`src/rtl/pwm_capture.sv`:
```
`timescale 1ns/1ps
`default_nettype none
// +----------------------------------------------------------------------------+
// | Module      : pwm_capture                                                  |
// | Description : Measures high time, period and duty cycle (x/256) of an       |
// |               asynchronous PWM input, with a per-measurement cycle timeout.|
// | Revision    : 1.0 - initial release                                        |
// +----------------------------------------------------------------------------+
module pwm_capture #(
    parameter logic [15:0] TIMEOUT = 16'd65535
) (
    input  logic        clk,
    input  logic        rst_n,
    input  logic        pwm_in,
    input  logic        meas_start,
    output logic        busy,
    output logic        done,
    output logic        timeout,
    output logic [15:0] high_cnt,
    output logic [15:0] period_cnt,
    output logic [7:0]  duty
);

    localparam logic [2:0] c_s_idle      = 3'd0;
    localparam logic [2:0] c_s_wait_rise = 3'd1;
    localparam logic [2:0] c_s_meas_high = 3'd2;
    localparam logic [2:0] c_s_meas_low  = 3'd3;
    localparam logic [2:0] c_s_divide    = 3'd4;
    localparam logic [2:0] c_s_done      = 3'd5;

    // Abort fires on the cycle whose increment would reach TIMEOUT.
    localparam logic [15:0] c_tmo_last = TIMEOUT - 16'd1;

    logic [2:0]  r_state;
    logic [2:0]  w_next_state;

    logic        r_sync1;
    logic        r_sync2;
    logic        r_sync_d;
    logic        w_rise;
    logic        w_fall;
    logic        w_measuring;
    logic        w_tmo_hit;

    logic [15:0] r_cnt;
    logic [15:0] r_tmo;
    logic [15:0] r_high_meas;
    logic [15:0] r_period_meas;
    logic [15:0] r_rem;
    logic [6:0]  r_quo;
    logic [2:0]  r_div_cnt;

    logic [16:0] w_rem_sh;
    logic        w_sub_ok;
    logic [15:0] w_rem_next;
    logic [7:0]  w_quo_next;
    logic        w_div_last;

    logic        r_timeout;
    logic [15:0] r_high_cnt;
    logic [15:0] r_period_cnt;
    logic [7:0]  r_duty;

    assign w_rise      = r_sync2 & ~r_sync_d;
    assign w_fall      = ~r_sync2 & r_sync_d;
    assign w_measuring = (r_state == c_s_wait_rise) || (r_state == c_s_meas_high) ||
                         (r_state == c_s_meas_low);
    assign w_tmo_hit   = w_measuring && (r_tmo == c_tmo_last);

    // One restoring-division step: remainder is always below the period, so the
    // shifted value fits in 17 bits and the difference fits back in 16.
    assign w_rem_sh   = {r_rem, 1'b0};
    assign w_sub_ok   = (w_rem_sh >= {1'b0, r_period_meas});
    assign w_rem_next = w_sub_ok ? (w_rem_sh[15:0] - r_period_meas) : w_rem_sh[15:0];
    assign w_quo_next = {r_quo, w_sub_ok};
    assign w_div_last = (r_div_cnt == 3'd7);

    assign busy       = w_measuring || (r_state == c_s_divide);
    assign done       = (r_state == c_s_done);
    assign timeout    = r_timeout;
    assign high_cnt   = r_high_cnt;
    assign period_cnt = r_period_cnt;
    assign duty       = r_duty;

    // State register.
    always_ff @(posedge clk) begin
        if (!rst_n) begin
            r_state <= c_s_idle;
        end else begin
            r_state <= w_next_state;
        end
    end

    // Next-state logic; a timeout abort takes priority over any edge event.
    always_comb begin
        w_next_state = r_state;
        case (r_state)
            c_s_idle: begin
                if (meas_start) w_next_state = c_s_wait_rise;
            end
            c_s_wait_rise: begin
                if (w_tmo_hit)   w_next_state = c_s_done;
                else if (w_rise) w_next_state = c_s_meas_high;
            end
            c_s_meas_high: begin
                if (w_tmo_hit)   w_next_state = c_s_done;
                else if (w_fall) w_next_state = c_s_meas_low;
            end
            c_s_meas_low: begin
                if (w_tmo_hit)   w_next_state = c_s_done;
                else if (w_rise) w_next_state = c_s_divide;
            end
            c_s_divide: begin
                if (w_div_last) w_next_state = c_s_done;
            end
            c_s_done: begin
                w_next_state = meas_start ? c_s_wait_rise : c_s_idle;
            end
            default: w_next_state = c_s_idle;
        endcase
    end

    // Synchronizer, counters, divider and result registers.
    always_ff @(posedge clk) begin
        if (!rst_n) begin
            r_sync1       <= 1'b0;
            r_sync2       <= 1'b0;
            r_sync_d      <= 1'b0;
            r_cnt         <= 16'd0;
            r_tmo         <= 16'd0;
            r_high_meas   <= 16'd0;
            r_period_meas <= 16'd0;
            r_rem         <= 16'd0;
            r_quo         <= 7'd0;
            r_div_cnt     <= 3'd0;
            r_timeout     <= 1'b0;
            r_high_cnt    <= 16'd0;
            r_period_cnt  <= 16'd0;
            r_duty        <= 8'd0;
        end else begin
            r_sync1  <= pwm_in;
            r_sync2  <= r_sync1;
            r_sync_d <= r_sync2;
            case (r_state)
                c_s_idle, c_s_done: begin
                    if (meas_start) begin
                        r_tmo     <= 16'd0;
                        r_timeout <= 1'b0;
                    end
                end
                c_s_wait_rise: begin
                    r_tmo <= r_tmo + 16'd1;
                    // Rise-detect cycle is cycle 0, so the next cycle counts 1.
                    if (w_rise) r_cnt <= 16'd1;
                end
                c_s_meas_high: begin
                    r_tmo <= r_tmo + 16'd1;
                    r_cnt <= r_cnt + 16'd1;
                    if (w_fall) r_high_meas <= r_cnt;
                end
                c_s_meas_low: begin
                    r_tmo <= r_tmo + 16'd1;
                    r_cnt <= r_cnt + 16'd1;
                    if (w_rise) begin
                        r_period_meas <= r_cnt;
                        r_rem         <= r_high_meas;
                        r_quo         <= 7'd0;
                        r_div_cnt     <= 3'd0;
                    end
                end
                c_s_divide: begin
                    r_rem     <= w_rem_next;
                    r_quo     <= w_quo_next[6:0];
                    r_div_cnt <= r_div_cnt + 3'd1;
                    if (w_div_last) begin
                        r_high_cnt   <= r_high_meas;
                        r_period_cnt <= r_period_meas;
                        r_duty       <= w_quo_next;
                        r_timeout    <= 1'b0;
                    end
                end
                default: ;
            endcase
            if (w_tmo_hit) begin
                r_high_cnt   <= 16'd0;
                r_period_cnt <= 16'd0;
                r_duty       <= r_sync2 ? 8'hFF : 8'h00;
                r_timeout    <= 1'b1;
            end
        end
    end

endmodule
`default_nettype wire

```
`config.mk`:
```
export PLATFORM = sky130hd
export DESIGN_NAME = pwm_capture
export DESIGN_NICKNAME = d
export VERILOG_FILES = /design/src/rtl/pwm_capture.sv
export SDC_FILE = /design/constraint.sdc
export NUM_CORES = 1
export LEC_CHECK = 0
export CORE_ASPECT_RATIO = 0.9
export CORE_MARGIN = 5
export CORE_UTILIZATION = 55
export DETAILED_ROUTE_END_ITERATION = 10
export GPL_TIMING_DRIVEN = 0
export PLACE_DENSITY = 0.71
export SLEW_MARGIN = 0
export SYNTH_ARGS = -nofsm -noshare
export SYNTH_HDL_FRONTEND = slang
export SYNTH_SLANG_ARGS = --single-unit
```
`constraint.sdc`:
```
create_clock -name clk -period 6.2 [get_ports clk]
set_input_delay 1.24 -clock clk [delete_from_list [all_inputs] [get_ports clk]]
set_output_delay 1.24 -clock clk [all_outputs]
set_load 0.05 [all_outputs]
```
# After elaboration in Yosys (flattened, before gate mapping)
# Index checks and enable logic that the tools add are counted.
word_totals:
  elab_cells: 95
  output_inout_bits: 43
  input_bits: 4
  regBits: 137
op_classes:
  n_mux: 29
  n_bitwise: 5
  eq_ne: 17
  add_sub_neg: 4
  n_reduce_logical: 24
  magnitude_cmp: 1
ops:
  columns: ["cell", "count"]
  rows:
  - ["$pmux W16 S2", 3]
  - ["$mux W16", 4]
  - ["$add A16 B1 Y16 const B", 2]
  - ["$mux W8", 4]
  - ["$mux W3", 9]
  - ["$pmux W3 S6", 1]
  - ["$ge A17 B16 Y1", 1]
  - ["$eq A16 B16 Y1 const B", 1]
  - ["$sub A16 B16 Y16", 1]
  - ["$ne A3 B3 Y1 const B", 5]
  - ["$pmux W7 S2", 1]
  - ["$reduce_and A2 Y1", 7]
  - ["$ne A2 B2 Y1 const B", 5]
  - ["$reduce_bool A2 Y1", 5]
  - ["$eq A3 B3 Y1 const B", 3]
  - ["$mux W7", 1]
  - ["$eq A3 B2 Y1 const B", 2]
  - ["$pmux W3 S2", 1]
  - ["$reduce_or A2 Y1", 3]
  - ["$reduce_and A5 Y1", 1]
  - ["$mux W1", 4]
  - ["$add A3 B1 Y3 const B", 1]
  - ["$eq A3 B1 Y1 const B", 1]
  - ["$logic_not A3 Y1", 1]
  - ["8 further kinds", 13]

# Longest topological paths before layout
# Gate-level depths: netlist (run 1).
logic_depth:
  word_depth: 6
  ltp_mapped: 10
  depth_no_buf: 8

# Worst setup path before layout (run 1)
# Ideal clock, no wire load.
synth_timing:
  path_type: "register to output"
  startpoint: "register r_state[0]"
  endpoint: "output done"
  t_arrival_ns: 1.871
  path_stages_with_launch: 4
  required_ns: 4.960
  setup_slack_ns: 3.089
  path_cell_list: "dfxtp_1 buf_4 clkbuf_1 nor3b_1"
synth_between:
  elab_chain_cells: 1
synth_lines:
  columns: ["item", "line", "rtl"]
  rows:
  - ["start, declared", "34", "logic [2:0] r_state;"]
  - ["start signal, assigned", "88", "r_state <= c_s_idle;"]
  - ["start signal, assigned", "90", "r_state <= w_next_state;"]
  - ["$eq A3 B3 Y1", "79", "assign done = (r_state == c_s_done);"]
  - ["end, declared", "17", "output logic done,"]
# Every way passes these cells.

# Worst setup path after layout (run 1)
# Same ends and word-level chain as after synthesis.

==> results of run 1 <==
## report_power, final
part | switching, mW | internal (mW)
clock network | 0.397 | 0.581
registers | 0.0128 | 0.895
logic | 0.188 | 0.0808
total | 0.598 | 1.56
## sequential cells by signal (all words and copies together), names as in the netlist, 8 cells and up
name	count
period_cnt	16
duty	8
r_cnt	16
high_cnt	16
r_rem	16
r_tmo	16
r_high_meas	16
r_period_meas	16
## worst max-delay path: cells and delay by family, from the launching register on
family | cells | cell delay (ns)
buf+inv | 3 | 1.31
flops | 1 | 0.31
simple gates | 1 | 0.29
## final timing paths
path / endpoint / cells after the start
setup reg to reg: r_quo[0] / 8
setup / recovery: done / 4
hold / removal: r_sync2 / 1
hold reg to reg: r_sync2 / 1
## cell families (layout without fill, tap and decap cells)
logic type                 count (synthesis)  after routing  synth area share (%)
muxes                                     29             29                 4.350
DFF                                      137            137                 39.90
xor gates and xnor gates                  17             17                 2.166
buffers and inverters                     80            158                 4.951
and+or+nand+nor                          377            377                 24.66
AOI/OAI and AO/OA                        210            210                 19.86
adders and majority gates                 22             22                 4.114
## routing by layer
layer | wire length (um) | up-vias
met4 | 344 | 0
met1 | 9131 | 3161
li1 | - | 3184
met5 | 0 | -
met3 | 1311 | 28
met2 | 9465 | 236
## metrics by stage
step           hold WS (ns)  instance area, sq um
6_report             0.4466                  8102
5_1_grt              0.4763                  8102
4_1_cts              0.4412                  8102
3_5_place_dp         0.4328                  7535
3_3_place_gp         0.4211                  7535
2_1_floorplan        0.4119                  6874
## area by class of cell
type                    count  area share [%]
repair buffers             46           5.683
flip-flops and latches    137           33.85
well taps                 160           2.471
plain buffers              52           2.903
inverters                  28           1.297
clock inverters            11           1.189
multi-input cells         655           46.80
clock buffers              21           5.807
## cells in the mapped netlist, types with 12 or more instances
| master | count | area [sq um] |
|---|---|---|
| clkbuf_1 | 31 | 116.4 |
| nor2_1 | 78 | 292.8 |
| nand2_1 | 173 | 649.4 |
| nand3_1 | 43 | 215.2 |
| xnor2_1 | 12 | 105.1 |
| mux2i_1 | 22 | 220.2 |
| o21ai_0 | 36 | 180.2 |
| a21oi_1 | 76 | 380.4 |
| dfxtp_1 | 137 | 2743 |
| ha_1 | 21 | 262.8 |
| and3_1 | 13 | 81.33 |
| nor3_1 | 12 | 60.06 |
| a31oi_1 | 20 | 125.1 |
| inv_1 | 28 | 105.1 |
==> impl_metrics.env, run 1 <==
export IMPL_rsz0062_at_grt="false"
export IMPL_fin_util_pct=66.56
export IMPL_netlist_instances=872
export IMPL_finalCritPeriodShare_pct=57.69
export IMPL_drtAntennaViolNets=0
export IMPL_cts_tree="built"
export IMPL_antenna_found_initial=0
export IMPL_rows=38
export IMPL_diodes=0
export IMPL_area_growth_syn_to_layout_pct=17.86
export IMPL_grt_pass1_vias=6272
export IMPL_max_stage_delay_ns=0.85
export IMPL_synth_edff_count=0
export IMPL_dieArea_sq_mm=0.01484
export IMPL_async_reset_ff_share_pct=0
export IMPL_fin_crit_ns=3.577
export IMPL_layout_common_cells="173 x nand2_1, 137 x dfxtp_1, 78 x nor2_1, 76 x a21oi_1, 46 x clkdlybuf4s50_1"
export IMPL_cts_max_level=4
export IMPL_gp_congestion=0.9194
export IMPL_n_fill_cell=1081
export IMPL_tightestPinTransition_ns=0.7675
export IMPL_grt_usage_pct=28.35
export IMPL_crit_path_max_fanout=10
export IMPL_leakage_nw=2.887
export IMPL_seq_area_frac_synth_pct=39.90
export IMPL_worst_slack_ns=2.623
export IMPL_grt_use_met3_pct=7.097
export IMPL_clock_latency_ns=0.43
export IMPL_grt_met1_usage_pct=37.33
export IMPL_setup_tns_ns=0
export IMPL_grt_first_pass_wirelength_um=33120
export IMPL_multi_input_area_sq_mm=0.003791
export IMPL_portBuffers=46
export IMPL_drc=0
export IMPL_drive_above_1_share_pct=7.474
export IMPL_path_cells="buf_4 > clkbuf_1 > nor3b_1 > clkdlybuf4s50_1"
export IMPL_ff2ff_setup_slack_ns=3.43
export IMPL_path_clk_slew_ns=0.06
export IMPL_synth_warnings=0
export IMPL_status="finished clean"
export IMPL_die_h_um=116.1
export IMPL_finalPower_mw=2.155
export IMPL_clock_skew_ns=0.01126
export IMPL_finalSetupViolCount=0
export IMPL_max_slew_margin_pct=48.16
export IMPL_drt_iter0_drc=631
export IMPL_io_pins=47
export IMPL_drv_cap=0
export IMPL_startpoint="r_state[0]"
export IMPL_cts_sinks=137
export IMPL_ys_types=68
export IMPL_r2r_start="r_period_meas[10]"
export IMPL_hold_buffers=0
export IMPL_grt_max_degree=17
export IMPL_required_ns=4.96
export IMPL_hpwl_um=14850
export IMPL_fmax_mhz=279.6
export IMPL_synth_fp_nets=898
export IMPL_cp_start_kind="flip-flop"
export IMPL_postCtsSetupBuffers=0
export IMPL_placed_cells=1078
export IMPL_slew_violations=0
export IMPL_busiest_layer="met2"
export IMPL_worst_path_max_delay_cell="clkdlybuf4s50_1"
export IMPL_wl_per_cell_um=18.25
export IMPL_drt_total_wl_um=20250
export IMPL_power_density_mw_per_mm2=265.9
export IMPL_grt_use_met2_pct=46.20
export IMPL_min_delay_start="r_sync1"
export IMPL_synthFlopType="dfxtp_1"
export IMPL_numCtsBuffers=17
export IMPL_avgSynthCellArea_sq_um=7.883
export IMPL_place_ws_ns=2.900
export IMPL_layout_commonest_cell="nand2_1"
export IMPL_viasPerCell=5.954
export IMPL_cts_resized=0
export IMPL_die_x_um=127.8
export IMPL_core_area_sq_mm=0.01217
export IMPL_critical_path_arrival_ns=2.34
export IMPL_synth_seq_cells=137
export IMPL_finalHoldViolations=0
export IMPL_cts_root_buffer="clkbuf_16"
export IMPL_via_count=6609
export IMPL_ir_worst_vdd_mv=0.2110
export IMPL_grt_overflow_total=0
export IMPL_cp_end_kind="output pin"
export IMPL_cts_path_max_buffers=2
export IMPL_start_util_pct=56.48
export IMPL_hold_path_class="flip-flop to flip-flop"
export IMPL_critPathKind="flip-flop to output pin"
export IMPL_drt_pass1_iter_count=6
export IMPL_synthesis_area_sq_mm=0.006874
export IMPL_final_cells=1110
export IMPL_area_sequential_sq_mm=0.002743
export IMPL_nets=963
(Power assumes the default switching activity.)
==> inputs of run 2 (changes only) <==
==> constraint.sdc (replaced) <==
create_clock -name clk -period 3.5 [get_ports clk]
set_input_delay 0.7 -clock clk [delete_from_list [all_inputs] [get_ports clk]]
set_output_delay 0.7 -clock clk [all_outputs]
set_load 0.05 [all_outputs]
==> results of run 2 <==
Same layout as run 1 (identical final DEF). Status: finished clean.
Among the figures that moved: setup slack after placement 2.900 ns -> 0.7398 ns; setup slack after layout 2.623 ns -> 0.4633 ns; register-to-register setup slack 3.43 ns -> 0.73 ns; total power 2.155 mW -> 3.817 mW; worst IR drop on VDD 0.2110 mV -> 0.3737 mV
